### config.mk
export PLATFORM = sky130hd
export DESIGN_NAME = spi_mem_slave_burst
export DESIGN_NICKNAME = d
export VERILOG_FILES = /design/src/rtl/spi_mem_slave_burst.sv
export SDC_FILE = /design/constraint.sdc
export NUM_CORES = 2
export LEC_CHECK = 0
export BUFFER_PORTS_ARGS = -buffer_cell sky130_fd_sc_hd__buf_4
export CORE_MARGIN = 2
export CORE_UTILIZATION = 45
export DETAILED_ROUTE_END_ITERATION = 8
export PLACE_DENSITY = 0.7
export SLEW_MARGIN = 20
export SYNTH_ARGS = -nofsm -noshare
export SYNTH_HDL_FRONTEND = slang
export SYNTH_SLANG_ARGS = --single-unit
export TNS_END_PERCENT = 5
### constraint.sdc
create_clock -name clk -period 5.5 [get_ports clk]
set_input_delay 0.825 -clock clk [delete_from_list [all_inputs] [get_ports clk]]
set_output_delay 0.825 -clock clk [all_outputs]
set_load 0.01 [all_outputs]
### src/rtl/spi_mem_slave_burst.sv
`default_nettype none
// ============================================================================
// Module   : spi_mem_slave_burst
// Brief    : SPI-slave front end with internal single-port RAM, burst access
//            and frame-abort flag. One clk edge carries one serial bit.
// Revision : 1.0  initial release
// ============================================================================
module spi_mem_slave_burst #(
    parameter int ADDR_WIDTH = 8,
    parameter int DATA_WIDTH = 8,
    parameter int MEM_DEPTH  = 256,
    parameter bit AUTO_INC   = 1'b1
) (
    input  logic clk,
    input  logic rst,
    input  logic SS_n,
    input  logic MOSI,
    output logic MISO,
    output logic busy,
    output logic frame_err
);
    localparam int PW = (ADDR_WIDTH > DATA_WIDTH) ? ADDR_WIDTH : DATA_WIDTH;
    localparam int CW = (PW > 1) ? $clog2(PW) : 1;
    localparam int MW = (MEM_DEPTH > 1) ? $clog2(MEM_DEPTH) : 1;

    localparam logic [CW-1:0]         LAST_BIT    = CW'(PW - 1);
    localparam logic [CW-1:0]         LAST_RD_BIT = CW'(DATA_WIDTH - 1);
    localparam logic [ADDR_WIDTH-1:0] LAST_ADDR   = ADDR_WIDTH'(MEM_DEPTH - 1);

    localparam logic [2:0] ST_IDLE    = 3'd0;
    localparam logic [2:0] ST_CMD     = 3'd1;
    localparam logic [2:0] ST_WR_ADDR = 3'd2;
    localparam logic [2:0] ST_WR_DATA = 3'd3;
    localparam logic [2:0] ST_RD_ADDR = 3'd4;
    localparam logic [2:0] ST_RD_DATA = 3'd5;

    logic [DATA_WIDTH-1:0] mem [0:MEM_DEPTH-1];

    logic [2:0]            state_q,  state_d;
    logic                  cmd_hi_q, cmd_hi_d;
    logic [CW-1:0]         cnt_q,    cnt_d;
    logic [PW-1:0]         sh_q,     sh_d;
    logic                  done_q,   done_d;
    logic [ADDR_WIDTH-1:0] wr_ptr_q, wr_ptr_d;
    logic [ADDR_WIDTH-1:0] rd_ptr_q, rd_ptr_d;
    logic [DATA_WIDTH-1:0] rd_sh_q,  rd_sh_d;
    logic                  miso_q,   miso_d;
    logic                  busy_q;
    logic                  ferr_q,   ferr_d;

    logic                  mem_we;
    logic [PW-1:0]         payload;
    logic [DATA_WIDTH-1:0] rd_word;

    function automatic logic in_range(input logic [ADDR_WIDTH-1:0] p);
        return int'(p) < MEM_DEPTH;
    endfunction

    function automatic logic [ADDR_WIDTH-1:0] ptr_inc(input logic [ADDR_WIDTH-1:0] p);
        return (p == LAST_ADDR) ? '0 : p + 1'b1;
    endfunction

    assign payload = {sh_q[PW-2:0], MOSI};
    // Out-of-range pointers read back as zeros rather than aliasing.
    assign rd_word = in_range(rd_ptr_q) ? mem[rd_ptr_q[MW-1:0]] : '0;

    always_comb begin
        state_d  = state_q;
        cmd_hi_d = cmd_hi_q;
        cnt_d    = cnt_q;
        sh_d     = sh_q;
        done_d   = done_q;
        wr_ptr_d = wr_ptr_q;
        rd_ptr_d = rd_ptr_q;
        rd_sh_d  = rd_sh_q;
        miso_d   = 1'b0;
        ferr_d   = 1'b0;
        mem_we   = 1'b0;
        if (SS_n) begin
            state_d = ST_IDLE;
            cnt_d   = '0;
            done_d  = 1'b0;
            if (state_q == ST_CMD) begin
                ferr_d = 1'b1;
            end else if ((state_q == ST_WR_ADDR || state_q == ST_WR_DATA ||
                          state_q == ST_RD_ADDR) && !done_q && cnt_q != '0) begin
                ferr_d = 1'b1;
            end
        end else begin
            case (state_q)
                ST_IDLE: begin
                    state_d  = ST_CMD;
                    cmd_hi_d = MOSI;
                end
                ST_CMD: begin
                    cnt_d  = '0;
                    done_d = 1'b0;
                    case ({cmd_hi_q, MOSI})
                        2'b00:   state_d = ST_WR_ADDR;
                        2'b01:   state_d = ST_WR_DATA;
                        2'b10:   state_d = ST_RD_ADDR;
                        default: state_d = ST_RD_DATA;
                    endcase
                end
                ST_WR_ADDR, ST_WR_DATA, ST_RD_ADDR: begin
                    if (!done_q) begin
                        sh_d = payload;
                        if (cnt_q == LAST_BIT) begin
                            cnt_d = '0;
                            if (state_q == ST_WR_ADDR) begin
                                wr_ptr_d = payload[ADDR_WIDTH-1:0];
                                done_d   = 1'b1;
                            end else if (state_q == ST_RD_ADDR) begin
                                rd_ptr_d = payload[ADDR_WIDTH-1:0];
                                done_d   = 1'b1;
                            end else begin
                                mem_we = in_range(wr_ptr_q);
                                if (AUTO_INC) begin
                                    wr_ptr_d = ptr_inc(wr_ptr_q);
                                end else begin
                                    done_d = 1'b1;
                                end
                            end
                        end else begin
                            cnt_d = cnt_q + 1'b1;
                        end
                    end
                end
                ST_RD_DATA: begin
                    // Word boundary: fetch and present MSB on the same edge, no gap.
                    if (cnt_q == '0) begin
                        miso_d  = rd_word[DATA_WIDTH-1];
                        rd_sh_d = rd_word << 1;
                        if (AUTO_INC) begin
                            rd_ptr_d = ptr_inc(rd_ptr_q);
                        end
                    end else begin
                        miso_d  = rd_sh_q[DATA_WIDTH-1];
                        rd_sh_d = rd_sh_q << 1;
                    end
                    cnt_d = (cnt_q == LAST_RD_BIT) ? '0 : cnt_q + 1'b1;
                end
                default: state_d = ST_IDLE;
            endcase
        end
    end

    always_ff @(posedge clk) begin
        if (rst) begin
            state_q  <= ST_IDLE;
            cmd_hi_q <= 1'b0;
            cnt_q    <= '0;
            sh_q     <= '0;
            done_q   <= 1'b0;
            wr_ptr_q <= '0;
            rd_ptr_q <= '0;
            rd_sh_q  <= '0;
            miso_q   <= 1'b0;
            busy_q   <= 1'b0;
            ferr_q   <= 1'b0;
        end else begin
            state_q  <= state_d;
            cmd_hi_q <= cmd_hi_d;
            cnt_q    <= cnt_d;
            sh_q     <= sh_d;
            done_q   <= done_d;
            wr_ptr_q <= wr_ptr_d;
            rd_ptr_q <= rd_ptr_d;
            rd_sh_q  <= rd_sh_d;
            miso_q   <= miso_d;
            busy_q   <= (state_d != ST_IDLE);
            ferr_q   <= ferr_d;
        end
    end

    // RAM has no reset; contents survive rst.
    always_ff @(posedge clk) begin
        if (!rst && mem_we) begin
            mem[wr_ptr_q[MW-1:0]] <= payload[DATA_WIDTH-1:0];
        end
    end

    assign MISO      = miso_q;
    assign busy      = busy_q;
    assign frame_err = ferr_q;

endmodule
`default_nettype wire

==> results.json <==
{
  "place.gp.congestion": 0.897,
  "syn_area_per_cell_um2": 20.7,
  "grt_pass1_vias": 40617,
  "grtUsageMet2_pct": 33.9,
  "ys_types": 71,
  "finish.utilization_pct": 50.6,
  "hold_viol": 0,
  "critPathCaptureType": "register",
  "syn-num-nets": 3990,
  "irDropWorstVdd_v": 0.000359,
  "clock-root-buffer": "clkbuf_16",
  "ant_nets": 0,
  "placed_cell_area_um2": 85100,
  "synthArstFlopShare_pct": 0,
  "grt_max_degree": 175,
  "ys_ff_latch": 2097,
  "ctsLongestPathBuffers": 3,
  "clk_pin_slew_ns": 0.07,
  "use_met3_pct": 5.45,
  "cp.required_ns": 6.22,
  "htreeDepth": 4,
  "grt_busiest_layer": "met2",
  "min_path_type": "input pin to register",
  "grt_first_pass_wirelength_um": 298000,
  "area_growth_pct": 11.6,
  "p_leak_uw": 0.0266,
  "drv_slew": 0,
  "cap_violations": 0,
  "core_um2": 181000,
  "drcViolationCount": 0,
  "cts_tree": "yes",
  "finalClockSkew_ns": 0.0374,
  "worstMarginPinSlew_ns": 1.23,
  "drive_gt1_share_pct": 23.3,
  "synth_edf_count": 2048,
  "syn_area_um2": 82200,
  "final_area_um2": 91700,
  "nets": 4095,
  "fill_cells": 13873,
  "place_hpwl_um": 124000,
  "initial_core_util_pct": 45.4,
  "ioPinCount": 7,
  "row_count": 156,
  "min-delay-start": "rst",
  "fin_crit_sh_pct": 73.2,
  "p_per_area_nw_per_um2": 341,
  "die_area_um2": 186000,
  "setup_violations": 0,
  "fp.dieW_um": 431,
  "fin_crit_ns": 4.03,
  "clk_latency_ns": 0.86,
  "yosysSeqAreaShare_pct": 76.0,
  "multi_input_area_um2": 18200,
  "die_h_um": 431,
  "wirelength_um": 207000,
  "cts-resized-gates": 0,
  "postCtsSetupBuffers": 0,
  "cp_max_fo": 58,
  "hold_buffers": 0,
  "yosys_warnings": 0,
  "vias": 41331,
  "firstDrtPassIters": 7,
  "status": "finished clean",
  "via_per_inst": 6.24,
  "crit_type": "register to register",
  "slew_headroom_pct": 17.9,
  "crit_path_start_kind": "register",
  "netlist_instances": 3978,
  "antenna_found_initial": 8,
  "cts_sinks": 2097,
  "regArea_um2": 62500,
  "overflow": 0,
  "tns_ns": 0,
  "synthFlopType": "edfxtp_1",
  "arrival_ns": 4.75,
  "fmax_ghz": 0.248,
  "dr.first_iter.drc_count": 6358,
  "routedWlPerCell_um": 31.3,
  "port-buffer-count": 6,
  "grt_use_met1_pct": 31.3,
  "grt_usage_pct": 22.3,
  "cts_made_buffers": 194,
  "rsz0062_at_grt": "no"
}
path summary, 6_finish.rpt:
kind | endpoint | slack [ns] | depth (start not counted)
setup / recovery | rd_sh_q[3] | 1.47 | 7
hold / removal | cmd_hi_q | 0.43 | 2
setup reg to reg | rd_sh_q[3] | 1.47 | 7
hold reg to reg | rd_sh_q[4] | 0.54 | 2
cells in the mapped netlist (all sizes together) (7+ instances only):
master	count	area (um2)
edfxtp	2048	61500
mux4	532	12000
nor2	331	1240
nand2	212	796
buf	138	1110
mux2i	104	1040
clkbuf	91	342
a21oi	61	305
nand3	58	290
dfxtp	49	981
o21ai	33	165
nor3	31	155
a22oi	25	188
o22ai	20	125
a211oi	18	135
a31oi	14	87.6
and3	14	87.6
o221ai	14	129
and2	12	75.1
nand2b	12	75.1
a2111oi	11	134
inv	11	41.3
nor2b	11	68.8
a32oi	9	78.8
nor4	9	56.3
a311oi	8	70.1
ha	8	100
a221oi	7	61.3
o211ai	7	52.6
or3	7	43.8
stage by stage:
stage / total power (uW) / setup WS (ns) / cells / hold slack (ns)
final: 31300 / 1.47 / 6622 / 0.430
after global routing: 32000 / 1.32 / 6621 / 0.405
after CTS: 31400 / 1.53 / 6621 / 0.377
after detailed placement: 17700 / 1.33 / 6257 / 0.515
after global placement: 17700 / 1.43 / 6257 / 0.509
after floorplan: 17700 / 1.19 / 3978 / 0.473
kinds of logic after synthesis:
| kind of cell | synth area share [%] |
|---|---|
| flops | 76.0 |
| simple gates | 3.71 |
| mux | 16.0 |
| compound gates | 2.31 |
| buf+inv | 1.84 |
| fa+ha+maj | 0.122 |
cell type report:
class / instances / area share (%)
Sequential cell: 2097 / 68.2
Multi-Input combinational cell: 1637 / 19.9
Clock buffer: 224 / 5.44
Tap cell: 2370 / 3.23
Clock inverter: 140 / 1.76
Timing Repair Buffer: 138 / 1.48
Inverter: 15 / 0.0655
Antenna cell: 1 / 0.00273
layout by cell type, fill, tap and decap left out, types with 18 or more instances in the layout:
| cell | count |
|---|---|
| a211oi_1 | 18 |
| a21oi_1 | 61 |
| a22oi_1 | 25 |
| buf_12 | 25 |
| buf_4 | 112 |
| bufinv_16 | 29 |
| clkbuf_1 | 29 |
| clkbuf_16 | 195 |
| clkinv_1 | 40 |
| clkinv_2 | 38 |
| dfxtp_1 | 37 |
| edfxtp_1 | 2048 |
| mux2i_1 | 104 |
| mux4_2 | 519 |
| nand2_1 | 211 |
| nand3_1 | 55 |
| nor2_1 | 331 |
| nor3_1 | 30 |
| o21ai_0 | 30 |
| o22ai_1 | 20 |
metal layers:
layer | vias to the layer above | routed length (um)
met2 | 2530 | 96000
met4 | 8 | 8180
met1 | 21735 | 79900
met3 | 421 | 23100
li1 | 16637 | -
met5 | - | 68
worst max-delay path, cell delays in order (launching register included):
cell and delay (ns):
dfxtp_4 0.99, buf_4 0.82, mux4_2 0.45, mux4_2 0.51
nand2_1 0.27, o2111ai_1 0.16, a41oi_1 0.50, a21oi_1 0.13
power by group:
| part | internal (uW) | leakage [uW] | switching, uW | total [uW] |
|---|---|---|---|---|
| Clock | 7930 | 0.00321 | 5990 | 13900 |
| Sequential | 17300 | 0.0185 | 7.75 | 17300 |
| Combinational | 18.2 | 0.00485 | 70.3 | 88.5 |
| Total | 25200 | 0.0266 | 6070 | 31300 |
sequential cells by signal, indices dropped and copies added, names as in the netlist, 3 cells and up, named ones only:
| register | flops |
|---|---|
| mem | 2048 |
| wr_ptr_q | 8 |
| rd_sh_q | 7 |
| sh_q | 7 |
| rd_ptr_q | 8 |
| state_q | 3 |
| cnt_q | 3 |
Note: power is estimated with default switching activity, not from simulation.
